## src/rtl/gf2_matvec_seq.sv

```systemverilog
// Sequential N x N matrix-vector multiplier over GF(2). The matrix lives in a
// row-addressable register file; each input vector produces one result row per cycle.
module gf2_matvec_seq #(
    parameter  int N  = 4,
    localparam int AW = (N > 1) ? $clog2(N) : 1
) (
    input  logic          clk,
    input  logic          rst,
    input  logic          row_wr_en,
    input  logic [AW-1:0] row_wr_addr,
    input  logic [N-1:0]  row_wr_data,
    input  logic          vec_valid,
    output logic          vec_ready,
    input  logic [N-1:0]  vec_data,
    output logic          out_valid,
    input  logic          out_ready,
    output logic [N-1:0]  out_data,
    output logic          busy
);

    typedef enum logic [1:0] {S_IDLE, S_COMPUTE, S_DONE} state_e;

    state_e        state_q, state_d;
    logic          live_q;
    logic [AW-1:0] cnt_q, cnt_d;
    logic [N-1:0]  vec_q, vec_d;
    logic [N-1:0]  out_q, out_d;
    logic [N-1:0]  a_q [N];
    logic          accept;
    logic          last_row;

    assign accept   = vec_valid & vec_ready;
    assign last_row = (cnt_q == AW'(N - 1));

    always_ff @(posedge clk or posedge rst) begin
        if (rst) state_q <= S_IDLE;
        else     state_q <= state_d;
    end

    always_comb begin
        state_d = state_q;
        case (state_q)
            S_IDLE:    if (accept)    state_d = S_COMPUTE;
            S_COMPUTE: if (last_row)  state_d = S_DONE;
            S_DONE:    if (out_ready) state_d = S_IDLE;
            default:                  state_d = S_IDLE;
        endcase
    end

    // vec_ready is held off until the first edge after reset release
    always_comb begin
        vec_ready = (state_q == S_IDLE) && live_q;
        out_valid = (state_q == S_DONE);
        busy      = (state_q != S_IDLE);
        out_data  = out_q;
    end

    always_comb begin
        vec_d = vec_q;
        cnt_d = cnt_q;
        out_d = out_q;
        case (state_q)
            S_IDLE: begin
                if (accept) begin
                    vec_d = vec_data;
                    out_d = '0;
                    cnt_d = '0;
                end
            end
            S_COMPUTE: begin
                out_d[cnt_q] = ^(a_q[cnt_q] & vec_q);
                cnt_d        = last_row ? '0 : cnt_q + AW'(1);
            end
            default: ;
        endcase
    end

    always_ff @(posedge clk or posedge rst) begin
        if (rst) begin
            live_q <= 1'b0;
            cnt_q  <= '0;
            vec_q  <= '0;
            out_q  <= '0;
        end else begin
            live_q <= 1'b1;
            cnt_q  <= cnt_d;
            vec_q  <= vec_d;
            out_q  <= out_d;
        end
    end

    // Rows are only writable in IDLE so A is frozen for a whole computation
    always_ff @(posedge clk or posedge rst) begin
        if (rst) begin
            for (int i = 0; i < N; i++) a_q[i] <= '0;
        end else if (row_wr_en && state_q == S_IDLE && int'(row_wr_addr) < N) begin
            a_q[row_wr_addr] <= row_wr_data;
        end
    end

endmodule

```

## config.mk

```make
export PLATFORM = sky130hd
export DESIGN_NAME = gf2_matvec_seq
export DESIGN_NICKNAME = d
export VERILOG_FILES = /design/src/rtl/gf2_matvec_seq.sv
export SDC_FILE = /design/constraint.sdc
export NUM_CORES = 1
export LEC_CHECK = 0
export CORE_AREA = 8 8 54 65
export CTS_CLUSTER_SIZE = 30
export DETAILED_ROUTE_END_ITERATION = 7
export DIE_AREA = 0 0 62 73
export PLACE_DENSITY = 0.8
export SYNTH_ARGS = -nofsm -noshare
export SYNTH_HDL_FRONTEND = slang
export SYNTH_SLANG_ARGS = --single-unit
```

## constraint.sdc

```tcl
create_clock -name clk -period 3.8 [get_ports clk]
set_input_delay 0.76 -clock clk [delete_from_list [all_inputs] [get_ports clk]]
set_output_delay 0.76 -clock clk [all_outputs]
set_load 0.01 [all_outputs]
```

==> results of run 1 <==
## sequential cells by signal (all words and copies together), names as in the netlist
name      cells
a_q          16
cnt_q         2
live_q        1
out_data      4
state_q       2
vec_q         4
## power groups by stage
stage | Sequential (W) | Combinational (W) | Clock, W
after global placement | 0.000542 | 0.000466 | 0
after CTS | 0.000546 | 0.000489 | 0.000185
after global routing | 0.000565 | 0.000545 | 0.000201
after detailed placement | 0.000552 | 0.000485 | 0
after floorplan | 0.000518 | 0.000367 | 0
final | 0.000545 | 0.000483 | 0.000181
## metrics by stage
step / std cells / setup slack (ns) / hold slack (ns) / power (W) / cell area, sq um
4_1_cts: 170 / 1.29 / 0.489 / 0.00122 / 1630
5_1_grt: 170 / 1.21 / 0.517 / 0.00131 / 1630
6_report: 170 / 1.32 / 0.496 / 0.00121 / 1630
3_5_place_dp: 163 / 1.36 / 0.463 / 0.00104 / 1580
3_3_place_gp: 163 / 1.40 / 0.464 / 0.00101 / 1580
2_1_floorplan: 110 / 2.08 / 0.446 / 0.000885 / 1340
## logic make-up after synthesis
kind of cell / after synthesis / synth area share (%)
mux: 20 / 21.1
compound gates: 7 / 3.00
buf+inv: 5 / 1.97
fa+ha+maj: 4 / 3.75
other cells: 1 / 0.281
flops: 29 / 54.3
simple gates: 41 / 13.7
xor+xnor: 3 / 1.97
## worst max-delay path: cells and delay by family (launching register included)
kind,cells,cell delay [ns]
buffers and inverters,1,0.54
flip-flops,1,0.41
AND/OR/NAND/NOR,2,0.46
## layout by cell type (no fill, tap or decap)
master	count
dfrtp_1	29
nand2_1	25
clkdlybuf4s50_1	21
mux2_2	16
nand3_1	5
clkbuf_4	5
o21ai_1	4
inv_1	4
ha_1	4
mux4_1	3
nor2_1	2
xor2_1	2
nor2b_1	2
o31ai_1	2
nand2b_1	2
nor3_1	1
mux4_2	1
xnor2_1	1
and2_1	1
nand4_1	1
nor3b_1	1
and3_1	1
o21ai_0	1
clkbuf_8	1
clkbuf_1	1
conb_1	1
## routing by layer
layer / global-route usage (%) / up-vias
li1: - / 431
met1: 15.4 / 434
met2: 20.3 / 30
met3: 5.29 / 8
met4: 5.84 / 0
met5: 0 / -
## worst max path at each step
stage               startpoint        end  slack (ns)  cells past startpoint
finish              state_q[1]  vec_ready        1.32                      3
global route        state_q[1]  vec_ready        1.21                      3
CTS                 state_q[1]  vec_ready        1.29                      3
detailed placement   row_wr_en     a_q[7]        1.36                      4
global placement     row_wr_en     a_q[6]        1.40                      4
floorplan            row_wr_en     a_q[4]        2.08                      3
## cell type report
class	instances	share of cell area, %
Tap cell	33	2.53
Sequential cell	29	44.5
Inverter	4	0.920
Multi-Input combinational cell	76	35.8
Timing Repair Buffer	21	12.9
Clock buffer	7	3.37
==> metrics.md, run 1 <==
| Metric | Value |
|---|---|
| Status | finished clean |
| Area leader, netlist | dfrtp_1 |
| Hold Fails Final Rpt | 0 |
| Post-layout util | 65.9% |
| Share of cells above drive strength 1 | 16.8% |
| Metal-1 WL | approximately 1100 um |
| Synth Warn # | 0 |
| Core Rows | 20 |
| Hold path cells | 2 |
| Critical path data required time | 3.04 ns |
| Worst path slowest cell | clkdlybuf4s50_1 |
| Post-cts resize count | 0 |
| Clk buf depth | 2 |
| Multi-input gate area | 584 sq um |
| Hold crit path type | register to register |
| Power Dens Cells | between 700 and 800 nW/um^2 |
| Vias per cell | 5.31 |
| R2r setup slk | 1.88 ns |
| First-pass GRT wire length | around 4400 um |
| Post-synth ARST share | between 90% and 100% |
| Max VDD drop | 0.392 mV |
| Gr usage total | 13.2% |
| Final layout net count | ~160 |
| P&R area growth vs syn | 22.1% |
| Max FO, Critical Path | 5 |
| WL final | ~2600 um |
| CTS Buf Count | 5 |
| Largest net degree at the start of global routing | 30 |
| Share of the synthesized area in the top cell type | 54.3% |
| CTS tree | built |
| Slew headroom | between 20 and 30% |
| Avg Inst Size Synth | 12.1 sq um |
| Post-synth EDFFs | 0 |
| Initial antenna violation count | 0 |
| Main flop type after synthesis | dfrtp_1 |
| Sequential cell area | 726 sq um |
| Critical path arrival | 1.72 ns |
| Sequential area share after synthesis | 54.3% |
| Syn Nets | between 100 and 150 |
| Static Leakage | 0.730 nW |
| Post-Synthesis Cells | 110 |
| Root Driver | clkbuf_4 |
| Clock power share | approximately 15% |
| IO buf count | 21 |
| Initial Util | 53.9% |
| Clk sinks | 29 |
| Routability Congestion | 0.805 |
| Top Metal Used | met4 |
| Setup TNS | 0 ns |
| Fin crit share | 65.4% |
| DRC Markers | 0 |
| Die Area | 4530 sq um |
| Worst-margin pin slew | 1.08 ns |
| Worst Hold Launch | vec_q[0] |
| CP Capture Type | primary output |
| RSZ-0062 raised after global routing | false |
| Switching Fraction | 33.6% |
| Top cells by count, synth | dfrtp_1, nand2_1, mux2_2 |
| Top cells by area, synth | dfrtp_1, mux2_2, nand2_1, mux4_1, ha_1 |
| Post-route minimum period | 2.48 ns |
| Vias | 903 |
| Comb power frac | 40.0% |
| Clock-pin slew on the worst setup and hold paths | 0.08 ns |
| Clk_lat worst skew | 0.31 ns |
| Number of global-route vias before repair | 968 |
| Max Fclk | 403 MHz |
| Hold Crit Endpoint | vec_q[0] |
| Routed Antenna Nets | 0 |
| NetSw | roughly 0.0004 W |
| Die Height | 73 um |
| Peak per-stage delay on the critical path | 0.54 ns |
| CTS Hold Bufs | 0 |
| Fillers | 174 |
| Synth Cell Area | 1340 sq um |
| Reg2reg start | cnt_q[0] |
| Final Slew Violations | 0 |
| ANT cells | 0 |
| DR iter-0 viols | 24 |
| DPL Wire Length | 1980 um |
| Die X | ~62 um |
| Core Footprint | 2480 sq um |
| CTS H-tree depth | 2 |
| FF+latch count, synth | 29 |
| Max Cap Viol | 0 |
| Int Pwr | 0.000803 W |
| WL met2 | 1240 um |
| Reg2Reg Depth | 5 |
| Crit path launch type | register |
| Clk_skew | 0.00117 ns |
| Overflow after GRT | 0 |
| R2R Path End | out_data[1] |
| Setup bufs post-CTS | 0 |
| Crit Path Category | register to primary output |
| Final setup fails | 0 |
| Initial DRT Pass Iterations | 4 |
| Synth cell types | 23 |
| Crit path cell chain | nor2_1 > and2_1 > clkdlybuf4s50_1 |
| Wire length on met3 | roughly 160 um |
| Seq pwr share | 45.1% |
| Most frequent cell after synthesis | dfrtp_1 |
| Per-cell routed wire length | around 15 um |
| I/O pins | 22 |
Note: power is estimated with default switching activity, not from simulation.
==> inputs of run 2 (changes only) <==
CORE_AREA = 8 8 59 71   (was 8 8 54 65)
DIE_AREA = 0 0 67 79   (was 0 0 62 73)
PLACE_DENSITY = 0.7   (was 0.8)
clock period = 2.27 ns   (was 3.8 ns; I/O delays follow)
==> metrics.md, run 2 (synthesis results as in run 1) <==
| Metric | Value |
|---|---|
| ANT cells | 0 (unchanged) |
| WL final | 2720 um (+6.2%) |
| Initial antenna violation count | 0 (unchanged) |
| Delay-heaviest family, CP | buffers and inverters |
| Slew headroom | 65.3% (+38 points) |
| Initial DRT Pass Iterations | 4 (unchanged) |
| Post-route minimum period | ~2.0 ns |
| CTS H-tree depth | 2 (unchanged) |
| Crit path launch type | register |
| Number of global-route vias before repair | 1033 (+6.7%) |
| RSZ-0062 raised after global routing | false |
| Initial Util | 42.2% (-12 points) |
| I/O pins | 22 (unchanged) |
| Clock-pin slew on the worst setup and hold paths | 0.06 ns (-0.02 ns) |
| P&R area growth vs syn | 29.3% |
| Share of cells above drive strength 1 | 19.7% (+2.9 points) |
| Clk buf depth | 2 (unchanged) |
| Max Fclk | 509 MHz |
| Finished Layout Cells | 179 (+5.3%) |
| Final worst slack | 0.307 ns (-1.01 ns) |
| Crit path buffers/inverters | 1 (unchanged) |
| Routed Antenna Nets | 0 (unchanged) |
| CP Capture Type | primary output |
| CTS Buf Count | 5 (unchanged) |
| Die Area | 5290 sq um (+17%) |
| Crit Path Category | register to primary output |
| DPL Wire Length | 1990 um (+0.90%) |
| Worst path slowest cell | clkdlybuf4s50_1 |
| Peak per-stage delay on the critical path | 0.54 ns (about the same) |
| Power Dens Cells | 1340 nW/um^2 (+80%) |
| Most frequent cells in the layout | dfrtp_1, nand2_1, clkdlybuf4s50_1 |
| Final Slew Violations | 0 (unchanged) |
| CTS Hold Bufs | 0 (unchanged) |
| Placed insts | 171 (+4.9%) |
| Post-cts resize count | 0 (unchanged) |
| Fillers | 296 (+70%) |
| Hold Fails Final Rpt | 0 (unchanged) |
| Crit path cell chain | nor2_1 > and2_1 > clkdlybuf4s50_1 |
| Fin crit share | 86.5% |
| Design area | 1730 sq um (+5.9%) |
| Setup bufs post-CTS | 0 (unchanged) |
| DRC Markers | 0 (unchanged) |
| Clk sinks | 29 (unchanged) |
| Commonest non-fill, non-tap cell in the layout | dfrtp_1 |
| Vias | 915 (+1.3%) |
| Gr usage total | 11.7% (-1.4 points) |
| Core Rows | 23 (+15%) |
| Die X | 67 um (+8.1%) |
| Largest net degree at the start of global routing | 30 (unchanged) |
| Routability Congestion | 0.759 (-5.7%) |
| Critical path arrival | 1.51 ns (-0.21 ns) |
| Hold crit path type | register to register |
| IO buf count | 21 (unchanged) |
| CTS tree | built |
| Final setup fails | 0 (unchanged) |
| Overflow after GRT | 0 (unchanged) |
| Setup TNS | 0 ns (unchanged) |
| Max Cap Viol | 0 (unchanged) |
| Flip-flop count of the largest register after layout | 16 (unchanged) |
| Static Leakage | 0.777 nW (+6.5%) |
| Placed Area | 1610 sq um (+2.2%) |
| First-pass GRT wire length | 4680 um (+5.6%) |
| R2r setup slk | 0.38 ns (-1.50 ns) |
| Vias per cell | 5.11 (-3.8%) |
| Pwr Total | 0.00231 W (+91%) |
| DR iter-0 viols | 34 (+42%) |
| Max FO, Critical Path | 4 (-1) |
| Worst-margin pin slew | 0.516 ns (-0.567 ns) |
| Core Footprint | 3170 sq um (+28%) |
| Status | finished clean |
| Final layout net count | 160 (+2.6%) |
| Critical path data required time | 1.82 ns (-1.22 ns) |
| Root Driver | clkbuf_8 |
| Die Height | 79 um (+8.2%) |
| Per-cell routed wire length | 15.2 um (+0.84%) |
| Dpl ws | 0.292 ns (-1.06 ns) |
| Clk_skew | 0.0107 ns (+0.00957 ns) |
| Largest register by flop count | a_q |
| Clk_lat worst skew | 0.29 ns (-0.02 ns) |
| Max VDD drop | 0.734 mV (+87%) |
## run 2: cell types whose count changed in the layout (fill, tap and decap cells not counted)
cell	previous run	this run
buf_4	0	4
bufinv_16	0	1
clkbuf_4	5	0
clkbuf_8	1	6
## run 2: worst min-delay path, cell delays in order, from the launching register on
cell     delay [ns]
dfrtp_1        0.34
nand2_1        0.05
nand2_1        0.06
## run 2: stage by stage
step	hold WS (ns)	util, %
global placement	0.466	50.9
floorplan	0.446	-
global route	0.501	54.6
detailed placement	0.467	50.9
finish	0.482	54.6
CTS	0.489	54.6
## run 2: layer usage
layer / global-route usage, % / wire length [um]
met4: 7.55 / 40
met2: 19.0 / 1380
met1: 12.9 / 1140
met5: 0 / 0
met3: 3.66 / 153
## run 2: path summary, 6_finish.rpt
kind,to,cells after the start,from
worst min-delay path,vec_q[3],2,vec_q[3]
min in group asynchronous,out_data[3],3,rst
max in group asynchronous,a_q[7],3,rst
worst min register to register,vec_q[3],2,vec_q[3]
worst max register to register,out_data[1],5,cnt_q[0]
worst max-delay path,vec_ready,3,state_q[1]
## run 2: final cells by class
cell class                      instances  area (sq um)  area share [%]
Sequential cell                        29           726            42.0
Multi-Input combinational cell         76           584            33.8
Timing Repair Buffer                   25           240            13.9
Clock buffer                            7          86.3            5.00
Tap cell                               37          46.3            2.68
Clock inverter                          1          30.0            1.74
Inverter                                4          15.0           0.869
## run 2: where the power goes
part | switching [W] | total [W] | internal, W
combinational | 0.000382 | 0.000855 | 0.000473
sequential | 0.000150 | 0.000904 | 0.000754
clock | 0.000193 | 0.000550 | 0.000357
total | 0.000725 | 0.00231 | 0.00158
==> inputs of run 3 (changes only) <==
PLACE_DENSITY = 0.67   (was 0.7)
==> metrics.md, run 3 (synthesis results as in run 1) <==
| Metric | Value |
|---|---|
| Setup bufs post-CTS | 0 (unchanged) |
| Reg2Reg Depth | 5 (unchanged) |
| Share of cells above drive strength 1 | 20.4% (+0.70 points) |
| Max VDD drop | 0.704 mV (-4.1%) |
| Initial DRT Pass Iterations | 4 (unchanged) |
| Max Fclk | 497 MHz (-2.4%) |
| Hold Fails Final Rpt | 0 (unchanged) |
| Status | finished clean |
| CTS tree | built |
| Initial Util | 42.2% (unchanged) |
| Commonest non-fill, non-tap cell in the layout | dfrtp_1 |
| Largest register by flop count | a_q |
| Static Leakage | 0.773 nW (-0.54%) |
| Hold crit path type | register to register |
| Final worst slack | 0.258 ns (-0.0488 ns) |
| Worst-margin pin slew | 0.522 ns (+0.00554 ns) |
| Most frequent cells in the layout | dfrtp_1, nand2_1, clkdlybuf4s50_1 |
| Per-cell routed wire length | 14.7 um (-3.4%) |
| R2r setup slk | 0.39 ns (about the same) |
| CTS Hold Bufs | 0 (unchanged) |
| Number of global-route vias before repair | 956 (-7.5%) |
| Multi-input gate area | 584 sq um (unchanged) |
| Sequential cell area | 726 sq um (unchanged) |
| Root Driver | clkbuf_8 |
| Clk_lat worst skew | 0.28 ns (about the same) |
| Crit path cell chain | nor2_1 > and2_1 > clkdlybuf4s50_1 |
| Max Cap Viol | 0 (unchanged) |
| Critical path arrival | 1.56 ns (+0.05 ns) |
| Core Rows | 23 (unchanged) |
| IO buf count | 21 (unchanged) |
| RSZ-0062 raised after global routing | false |
| Critical path data required time | 1.82 ns (about the same) |
| Overflow after GRT | 0 (unchanged) |
| Die Area | 5290 sq um (unchanged) |
| Setup TNS | 0 ns (unchanged) |
| Final setup fails | 0 (unchanged) |
| Dpl ws | 0.318 ns (+0.0259 ns) |
| Initial antenna violation count | 0 (unchanged) |
| Largest net degree at the start of global routing | 30 (unchanged) |
| DPL Wire Length | 1990 um (about the same) |
| Slew headroom | 65.0% (-0.37 points) |
| Clk_skew | 0.00348 ns (-0.00726 ns) |
| P&R area growth vs syn | 28.2% |
| Post-cts resize count | 0 (unchanged) |
| Flip-flop count of the largest register after layout | 16 (unchanged) |
| I/O pins | 22 (unchanged) |
| WL final | 2620 um (-3.4%) |
| Peak per-stage delay on the critical path | 0.54 ns (about the same) |
| Fillers | 303 (+2.4%) |
| Crit path launch type | register |
| Routed Antenna Nets | 0 (unchanged) |
| CTS H-tree depth | 2 (unchanged) |
| CTS Buf Count | 5 (unchanged) |
| Max FO, Critical Path | 4 (unchanged) |
| Vias per cell | 5.10 (-0.22%) |
| Hold path cells | 2 (unchanged) |
| Worst path slowest cell | clkdlybuf4s50_1 |
| ANT cells | 0 (unchanged) |
| CP Capture Type | primary output |
| Die X | 67 um (unchanged) |
| Post-route minimum period | 2.01 ns (+0.0488 ns) |
| Clk sinks | 29 (unchanged) |
| Vias | 913 (-0.22%) |
| Clock-pin slew on the worst setup and hold paths | 0.06 ns (about the same) |
| Gr usage total | 11.1% (-0.62 points) |
| First-pass GRT wire length | 4450 um (-4.9%) |
| Fin crit share | 88.6% (+2.1 points) |
| Die Height | 79 um (unchanged) |
| Routability Congestion | 0.790 (+4.1%) |
| Crit Path Category | register to primary output |
| Power Dens Cells | 1290 nW/um^2 (-3.4%) |
| DRC Markers | 0 (unchanged) |
| DR iter-0 viols | 29 (-15%) |
| Clk buf depth | 2 (unchanged) |
| Final layout net count | 160 (unchanged) |
| WHS | 0.487 ns (+0.00505 ns) |
| Final Slew Violations | 0 (unchanged) |
| Core Footprint | 3170 sq um (unchanged) |
## run 3: cell count changes in the layout (fill, tap and decap cells not counted)
cell | previous run | this run
clkinv_2 | 0 | 1
bufinv_16 | 1 | 0
clkbuf_8 | 6 | 7
clkbuf_1 | 1 | 0
## run 3: per-stage QoR
stage / std cells / utilization [%] / area (sq um) / total power, W
finish: 179 / 54.1 / 1710 / 0.00221
global route: 179 / 54.1 / 1710 / 0.00237
CTS: 179 / 54.1 / 1710 / 0.00224
detailed placement: 171 / 50.9 / 1610 / 0.00177
global placement: 171 / 50.9 / 1610 / 0.00173
floorplan: 110 / - / 1340 / 0.00148
## run 3: metal layers
layer  wire length, um  GRT usage (%)  vias up
met1              1130           12.2      446
met5                 0              0        -
met2              1280           18.1       23
met3               160           4.64        7
li1                  -              -      437
met4                55           5.03        0
## run 3: final timing paths
path                            startpoint          end
min in group asynchronous              rst   state_q[1]
worst max-delay path            state_q[1]    vec_ready
worst min-delay path              vec_q[3]     vec_q[3]
worst min register to register    vec_q[3]     vec_q[3]
worst max register to register    cnt_q[0]  out_data[0]
max in group asynchronous              rst     vec_q[2]
## run 3: layout make-up
class | count | share of cell area [%]
Sequential cell | 29 | 42.4
Inverter | 4 | 0.877
Tap cell | 37 | 2.70
Multi-Input combinational cell | 76 | 34.1
Clock buffer | 7 | 5.62
Clock inverter | 1 | 0.292
Timing Repair Buffer | 25 | 14.0
## run 3: worst max-delay path: cells and delay by family (launching register included)
kind | cells | cell delay [ns]
buf+inv | 1 | 0.54
simple gates | 2 | 0.34
flops | 1 | 0.41
## run 3: report_power, final
group	leakage, nW	total [W]	internal [W]	switching (W)
logic	0.361	0.000844	0.000472	0.000372
clock network	0.0542	0.000470	0.000273	0.000196
registers	0.357	0.000899	0.000754	0.000145
total	0.773	0.00221	0.00150	0.000713
